$ cat config.mk
export PLATFORM = sky130hd
export DESIGN_NAME = red_serial
export DESIGN_NICKNAME = d
export VERILOG_FILES = /design/src/rtl/red_serial_pkg.sv /design/src/rtl/red_serial_add8.sv /design/src/rtl/red_serial.sv
export SDC_FILE = /design/constraint.sdc
export NUM_CORES = 1
export LEC_CHECK = 0
export CORE_ASPECT_RATIO = 0.6
export CORE_UTILIZATION = 23
export DETAILED_ROUTE_END_ITERATION = 7
export DONT_BUFFER_PORTS = 1
export GPL_TIMING_DRIVEN = 0
export PLACE_DENSITY_LB_ADDON = 0.1
export SLEW_MARGIN = 20
export SYNTH_ARGS = -nofsm -noshare
export SYNTH_HDL_FRONTEND = slang
export SYNTH_SLANG_ARGS = --single-unit
export TNS_END_PERCENT = 30
$ cat constraint.sdc
create_clock -name clk -period 2.9 [get_ports clk]
set_input_delay 0.29 -clock clk [delete_from_list [all_inputs] [get_ports clk]]
set_output_delay 0.29 -clock clk [all_outputs]
set_load 0.01 [all_outputs]
$ cat src/rtl/red_serial_pkg.sv
// red_serial_pkg: shared states and widths for the serial byte-sum reducer
package red_serial_pkg;
  typedef enum logic [1:0] {IDLE, CALC, DONE} state_e;
  localparam int STEPS = 4;
  localparam int TOT_W = 10;
  localparam int SUM_W = 16;
endpackage

$ cat src/rtl/red_serial_add8.sv
// add8: 8-bit adder built from two chained 4-bit carry-lookahead stages
module add8 (
  input  logic [7:0] a,
  input  logic [7:0] b,
  input  logic       cin,
  output logic [7:0] s,
  output logic       cout
);
  function automatic logic [4:0] cla4(input logic [3:0] x, input logic [3:0] y, input logic ci);
    logic [3:0] p, g;
    logic [4:0] c;
    p = x ^ y;
    g = x & y;
    c[0] = ci;
    c[1] = g[0] | (p[0] & ci);
    c[2] = g[1] | (p[1] & g[0]) | (p[1] & p[0] & ci);
    c[3] = g[2] | (p[2] & g[1]) | (p[2] & p[1] & g[0]) | (p[2] & p[1] & p[0] & ci);
    c[4] = g[3] | (p[3] & g[2]) | (p[3] & p[2] & g[1]) | (p[3] & p[2] & p[1] & g[0])
         | (p[3] & p[2] & p[1] & p[0] & ci);
    return {c[4], p ^ c[3:0]};
  endfunction
  logic [4:0] lo, hi;
  assign lo   = cla4(a[3:0], b[3:0], cin);
  assign hi   = cla4(a[7:4], b[7:4], lo[4]);
  assign s    = {hi[3:0], lo[3:0]};
  assign cout = hi[4];
endmodule

$ cat src/rtl/red_serial.sv
// red_serial: sums the four bytes of A and B one byte per cycle, sign-extends the 10-bit total
module red_serial import red_serial_pkg::*; (
  input  logic             clk,
  input  logic             rst,
  input  logic [SUM_W-1:0] A,
  input  logic [SUM_W-1:0] B,
  input  logic             in_valid,
  output logic             in_ready,
  output logic             out_valid,
  input  logic             out_ready,
  output logic [SUM_W-1:0] Sum,
  output logic             busy
);
  localparam logic [1:0] STEP_LAST = 2'(STEPS - 1);
  state_e           state_q;
  logic [1:0]       step_q;
  logic [TOT_W-1:0] acc_q, acc_d;
  logic [SUM_W-1:0] a_q, b_q, sum_q;
  logic [7:0]       byte_sel, add_s;
  logic             add_c;
  always_comb begin
    byte_sel = step_q == 2'd0 ? a_q[7:0] :
               step_q == 2'd1 ? b_q[7:0] :
               step_q == 2'd2 ? a_q[15:8] : b_q[15:8];
    acc_d    = {acc_q[9:8] + {1'b0, add_c}, add_s};
  end
  add8 u_add8 (.a(acc_q[7:0]), .b(byte_sel), .cin(1'b0), .s(add_s), .cout(add_c));
  always_ff @(posedge clk) begin
    if (rst) begin
      state_q <= IDLE;
      step_q  <= '0;
      acc_q   <= '0;
      a_q     <= '0;
      b_q     <= '0;
      sum_q   <= '0;
    end else begin
      case (state_q)
        IDLE: if (in_valid) begin
          a_q     <= A;
          b_q     <= B;
          acc_q   <= '0;
          step_q  <= '0;
          state_q <= CALC;
        end
        CALC: begin
          acc_q  <= acc_d;
          step_q <= step_q + 2'd1;
          if (step_q == STEP_LAST) begin
            state_q <= DONE;
            sum_q   <= {{(SUM_W-TOT_W){acc_d[TOT_W-1]}}, acc_d};
          end
        end
        DONE: if (out_ready) state_q <= IDLE;
        default: state_q <= IDLE;
      endcase
    end
  end
  assign in_ready  = state_q == IDLE;
  assign out_valid = state_q == DONE;
  assign busy      = state_q != IDLE;
  assign Sum       = sum_q;
endmodule

Word-level counts from Yosys, hierarchy flattened
Cells that the tools add are included.
Cells by class
  reductions and logical operators: 8
  mux-type cells: 11
  bitwise operators: 47
  eq/ne operators: 8
  add/subtract/negate cells: 2
Operator list (count)
  bitwise AND 1 bit: 25
  2-to-1 mux 8 bit: 3
  case mux 10 bit (2 select lines): 1
  bitwise OR 1 bit: 16
  XOR 4 bit: 4
  2-to-1 mux 10 bit: 1
  bitwise AND 4 bit: 2
  2-to-1 mux 2 bit: 4
  == test 2 bit (second input constant): 3
  case mux 2 bit (3 select lines): 1
  AND reduction 2 bit: 3
  == test 2 x 1 -> 1 bit (second input constant): 2
  zero test 2 bit: 2
  inequality test 2 bit (second input constant): 2
  case mux 2 bit (2 select lines): 1
  nonzero test 2 bit: 2
  AND reduction 3 bit: 1
  adder 2 x 1 -> 2 bit: 1
  adder 2 x 1 -> 2 bit (second input constant): 1
  inequality test 2 x 1 -> 1 bit (second input constant): 1
Word-level totals
  logic and storage cells: 82
  output and inout bits: 19
  input bits: 36
  register bits: 56

Depth between registers and ports, before layout
  depth in word-level cells: 13
  mapped depth: 18
  mapped depth without buffers: 16

Modules after synthesis
Synthesis repeated with hierarchy kept, for this count alone.
Unflattened totals
  cell total of the unflattened synthesis: 342
  area, all modules: 2723.9 um^2
Modules (own cells, without submodules)
  red_serial: cells each 301, area an instance 2396.0 um^2, seq. area each 1121.1 um^2, times used 1
  add8: cells each 41, area an instance 327.8 um^2, seq. area each 0.0 um^2, times used 1

Least setup slack after synthesis
No wires, ideal clock.
  path kind: register -> register
  start: register step_q[0]
  end: register sum_q[9], in the netlist Sum[9]
  library setup time: 0.086 ns
  buffers on the path: 2
  clock period less this slack: 2.874 ns
  setup slack: 0.026 ns
  data arrival time: 2.789 ns
  data required time: 2.814 ns
  cell stages (with the launch flop): 14
  cells stage by stage: dfxtp_1 -> ha_1 -> clkbuf_1 -> clkbuf_1 -> a21oi_1 -> o21ai_0 -> ha_1 -> nand4_1 -> o211ai_2 -> a41oi_2 -> o21bai_1 -> ha_1 -> xnor2_1 -> a211oi_1
On the way
  longest elaborated chain between the ends: 12
  elaborated cells on any way between the ends: 32
  those cells by class: add/sub (1); eq/ne (3); mux (3); bitwise (23); reduce/logical (2)
Ends and longest elaborated chain
  start, declared: line red_serial.sv:16  | logic [1:0] step_q;
  start signal, assigned: line red_serial.sv:47  | step_q <= step_q + 2'd1;
  == test 2 bit: line red_serial.sv:24  | step_q == 2'd2 ? a_q[15:8] : b_q[15:8];
  2-to-1 mux 8 bit: line red_serial.sv:24
  2-to-1 mux 8 bit: line red_serial.sv:23  | step_q == 2'd1 ? b_q[7:0] :
  2-to-1 mux 8 bit: line red_serial.sv:22  | byte_sel = step_q == 2'd0 ? a_q[7:0] :
  XOR 4 bit / bitwise AND 4 bit (equally long branches): line red_serial_add8.sv:12, red_serial_add8.sv:13
  bitwise AND 1 bit: line red_serial_add8.sv:18  | c[4] = g[3] | (p[3] & g[2]) | (p[3] & p[2] & g[1]) | (p[3] & p[2] & p[1] & g[0])
  bitwise OR 1 bit / bitwise AND 1 bit (equally long branches) (2 in series): line red_serial_add8.sv:18
  bitwise OR 1 bit: line red_serial_add8.sv:18
  bitwise AND 1 bit: line red_serial_add8.sv:19  | | (p[3] & p[2] & p[1] & p[0] & ci);
  bitwise OR 1 bit: line red_serial_add8.sv:19
  adder 2 x 1 -> 2 bit: line red_serial.sv:25  | acc_d = {acc_q[9:8] + {1'b0, add_c}, add_s};
  end signal, assigned: line red_serial.sv:50  | sum_q <= {{(SUM_W-TOT_W){acc_d[TOT_W-1]}}, acc_d};
  end, declared: line red_serial.sv:18  | logic [SUM_W-1:0] a_q, b_q, sum_q;
Parallel ways exist; a longest one is shown, timed or not.
A chain may end at the register's enable or synchronous reset.

Worst setup path after layout
  start: register step_q[0]
  end: register acc_q[9]
On the way
  longest elaborated chain between the ends: 13
  elaborated cells on any way between the ends: 31
  those cells by class: add/sub (1); eq/ne (2); mux (4); bitwise (23); reduce/logical (1)
Ends and longest elaborated chain
  == test 2 bit: line red_serial.sv:24
  2-to-1 mux 8 bit: line red_serial.sv:24
  2-to-1 mux 8 bit: line red_serial.sv:23
  2-to-1 mux 8 bit (*): line red_serial.sv:22
  XOR 4 bit / bitwise AND 4 bit (equally long branches): line red_serial_add8.sv:12, red_serial_add8.sv:13
  bitwise AND 1 bit: line red_serial_add8.sv:18
  bitwise OR 1 bit / bitwise AND 1 bit (equally long branches) (2 in series): line red_serial_add8.sv:18
  bitwise OR 1 bit: line red_serial_add8.sv:18
  bitwise AND 1 bit: line red_serial_add8.sv:19
  bitwise OR 1 bit (*): line red_serial_add8.sv:19
  adder 2 x 1 -> 2 bit (*): line red_serial.sv:25
  case mux 10 bit (2 select lines) (*): line red_serial.sv:37  | case (state_q)
  end signal, assigned: line red_serial.sv:32  | acc_q <= '0;
  end signal, assigned: line red_serial.sv:41  | acc_q <= '0;
  end signal, assigned: line red_serial.sv:46  | acc_q <= acc_d;
  end, declared: line red_serial.sv:17  | logic [TOT_W-1:0] acc_q, acc_d;
Mark *: on every way between the ends. The rest lies on a longest branch, timed or not.

==> run_results.csv <==
group,metric,value,unit
outcome,run_status,"finished, final reports clean",
cts,numCtsBuffers,5,
logic_synthesis,synth_largest_area_cell,"dfxtp_1",
min_path,worstHoldPathType,"in -> reg",
power_and_ir_drop,switching_power,479.3,uW
grt,grt_pass1_wl,12990,um
logic_synthesis,synth-edff-count,0,
logic_synthesis,synth_nets,395,
routing,drt_first_iter_violations,86,
routing,vias,2346,
cts,path_clk_slew,0.08,ns
grt,antenna_found_initial,0,
timing,hold-worst-slack,0.1217,ns
placement,hpwlAfterDp,6358,um
critical_path,startpoint,"step_q[0]",
grt,top_usage_layer,"met1",
routing,firstDrtPassIters,4,
timing,worstMarginPinSlew,1.071,ns
timing,period_share,99.50,%
die,ios,55,
grt,grt_max_degree,17,
routing,drc,0,
finish,fillers,1273,
logic_synthesis,ys_types,37,
routing,routedWlPerCell,15.98,um
die,die-width,142.4,um
grt,grtUsageMet3,3.867,%
power_and_ir_drop,p_comb_share,14.3,%
placement,post_dp_cell_area,2922,um2
flow_run,cap_violations,0,
routing,vias_per_cell,4.503,
timing,rsz0062_at_grt,"true",
critical_path,timing.critical_path.cells,"inv_4 -> ha_4 -> mux2i_2 -> nor2_1 -> a21oi_2 -> o21ai_2 -> ha_1 -> nand4_1 -> o211ai_2 -> a41oi_2 -> o21bai_1 -> ha_2 -> o21bai_1 -> a21oi_1 -> nor2_1",
logic_synthesis,netlist.area_leader.share,41.20,%
die,start_util,23.85,%
finish,area_growth,20.05,%
power_and_ir_drop,p_sw_share,26.81,%
logic_synthesis,netlist_instances,344,
cts,clock-sinks,56,
die,die_y,86.26,um
timing,fmax,0.3466,GHz
min_path,min_from,"B[6]",
cts,postCtsHoldBufs,0,
power_and_ir_drop,seqPwrFrac,46.3,%
routing,wl,8325,um
logic_synthesis,synthTopCellsByArea,"dfxtp_1 (41%), nand2_1 (13%), a21oi_1 (10%)",
timing,hold_viol_final,0,
placement,gp_congestion,0.7706,
power_and_ir_drop,clock_power_share,39.4,%
critical_path,critPathLaunchType,"flip-flop",
finish,drive_gt1_share,14.68,%
critical_path,reg2reg_from,"step_q[0]",
power_and_ir_drop,finalPower,1.787,mW
cts,cts_tree,"yes",
die,row_count,30,
logic_synthesis,async_flop_share,0,%
routing,ant_nets,0,
logic_synthesis,synth-seq-cells,56,
power_and_ir_drop,peakVddDrop,0.0002182,V
die,die_area,12280,um2
cts,htree_levels,2,
grt,grt-ovfl-total,0,
logic_synthesis,yosys-top-cells-count,"nand2_1 (93), a21oi_1 (57), dfxtp_1 (56)",
power_and_ir_drop,internal-power,1.308,mW
cts,insertion_delay,0.30,ns
timing,drv_slew,0,
critical_path,crit_type,"reg -> reg",
grt,grt_pass1_vias,2240,
critical_path,cp-end-kind,"flip-flop",
critical_path,cp_data_arrival_time,3.06,ns
critical_path,worst-path-max-fanout,7,
power_and_ir_drop,power_density,547.1,nW/um2
logic_synthesis,ys.warnings.count,0,
grt,use_met1,23.21,%
critical_path,crit_required,3.07,ns
grt,grt_usage,14.37,%
timing,finalCriticalPeriod,2.886,ns
logic_synthesis,ys.flop_type,"dfxtp_1",
logic_synthesis,synth_most_common_cell,"nand2_1",
critical_path,slowest_stage,"dfxtp_4",
finish,fin_area,3267,um2
timing,setup_viol,0,
timing,skew,0.007647,ns
logic_synthesis,yosysSeqAreaShare,41.20,%
logic_synthesis,synth_area,2721,um2
power_and_ir_drop,p_leak,1.197,nW
grt,use_met2,18.00,%
critical_path,cp_slowest_stage_delay,0.37,ns
cts,clockRootBuffer,"clkbuf_16",
placement,io_buffers,0,
finish,nets,411,
finish,antenna_cells,0,
logic_synthesis,syn_area_per_cell,7.911,um2
cts,cts_buffer_depth,2,
timing,relSlewSlack,28.43,%
die,core,11410,um2
final timing paths:
kind         slack [ns]       end  cells past startpoint
max                0.01  acc_q[9]                     15
min                0.12    b_q[6]                      2
max reg2reg        0.01  acc_q[9]                     15
min reg2reg        0.46    a_q[8]                      2
sequential cells by signal, indices dropped and copies added, names as in the netlist:
register  cells
Sum          10
a_q          16
acc_q        10
b_q          16
state_q       2
step_q        2
layout make-up:
cell class	instances	area [um2]	share of cell area [%]
multi-input combinational	253	1476	45.19
tap	160	200.2	6.128
timing repair buffer	11	82.58	2.528
sequential	56	1126	34.47
clock buffer	6	128.9	3.945
clock inverter	2	35.03	1.072
buffer	26	188.9	5.783
inverter	7	28.78	0.8809
cells by family (layout without fill, tap and decap cells):
| family | after synthesis | in the layout | share of synthesized area (%) |
|---|---|---|---|
| flip-flops | 56 | 56 | 41.20 |
| buffers and inverters | 35 | 52 | 7.678 |
| multiplexers | 8 | 8 | 2.943 |
| adder cells (fa/ha/maj) | 15 | 15 | 7.448 |
| XOR/XNOR | 5 | 5 | 1.609 |
| AND/OR/NAND/NOR | 143 | 143 | 22.07 |
| AO/OA/AOI/OAI | 82 | 82 | 17.06 |
routing by layer:
layer  vias to the layer above  wire, um
met5                         -         0
met4                         0        45
met3                         4       435
met2                        46      3070
met1                      1113      4773
li1                       1183         -
repair_timing:
item,4_1_cts,5_1_grt
resized for setup,26,8
buffers inserted,6,5
hold endpoints to repair,0,0
endpoints found under the setup margin,13,8
gates cloned,0,0
pin swaps,14,13
power by group through the flow:
stage	logic, mW	registers, mW	clock network [mW]
global placement	0.223	0.844	0
CTS	0.243	0.828	0.730
global route	0.285	0.833	0.766
finish	0.255	0.827	0.705
detailed placement	0.223	0.844	0
floorplan	0.159	0.835	0
stage by stage:
step | cells | utilization [%] | setup TNS [ns] | setup WS [ns]
floorplan | 344 | - | 0 | 0.02575
global placement | 504 | 25.60 | -4.658 | -0.6243
detailed placement | 504 | 25.60 | -5.045 | -0.6915
CTS | 517 | 28.19 | -0.02533 | -0.02533
global route | 521 | 28.63 | -0.2250 | -0.08659
finish | 521 | 28.63 | 0 | 0.01450
worst max-delay path, delay by kind of cell (launching register included):
kind / cells / cell delay (ns)
DFF: 1 / 0.37
AOI/OAI and AO/OA: 7 / 1.08
buffers and inverters: 1 / 0.06
and+or+nand+nor: 3 / 0.25
adders and majority gates: 3 / 0.77
muxes: 1 / 0.23
layout by cell type (no fill, tap or decap), types with 2 or more instances in the layout:
cell | netlist | layout
o21bai_1 | 3 | 3
ha_2 | 0 | 3
dfxtp_1 | 56 | 54
nand2_1 | 93 | 93
nand4_1 | 4 | 4
xnor2_1 | 5 | 3
a21oi_1 | 57 | 54
clkbuf_1 | 13 | 12
buf_6 | 5 | 5
a21oi_2 | 1 | 4
nand3_1 | 11 | 11
or4_1 | 2 | 2
ha_4 | 0 | 2
o21ai_1 | 0 | 2
ha_1 | 13 | 8
nor2b_1 | 2 | 2
inv_1 | 7 | 6
o21ai_0 | 9 | 6
a211oi_1 | 3 | 2
nor2_1 | 22 | 22
a31oi_1 | 3 | 3
mux2i_1 | 8 | 7
nand2b_1 | 3 | 3
buf_4 | 6 | 17
clkbuf_16 | 0 | 5
No activity file was read; power rests on OpenSTA's default activity.
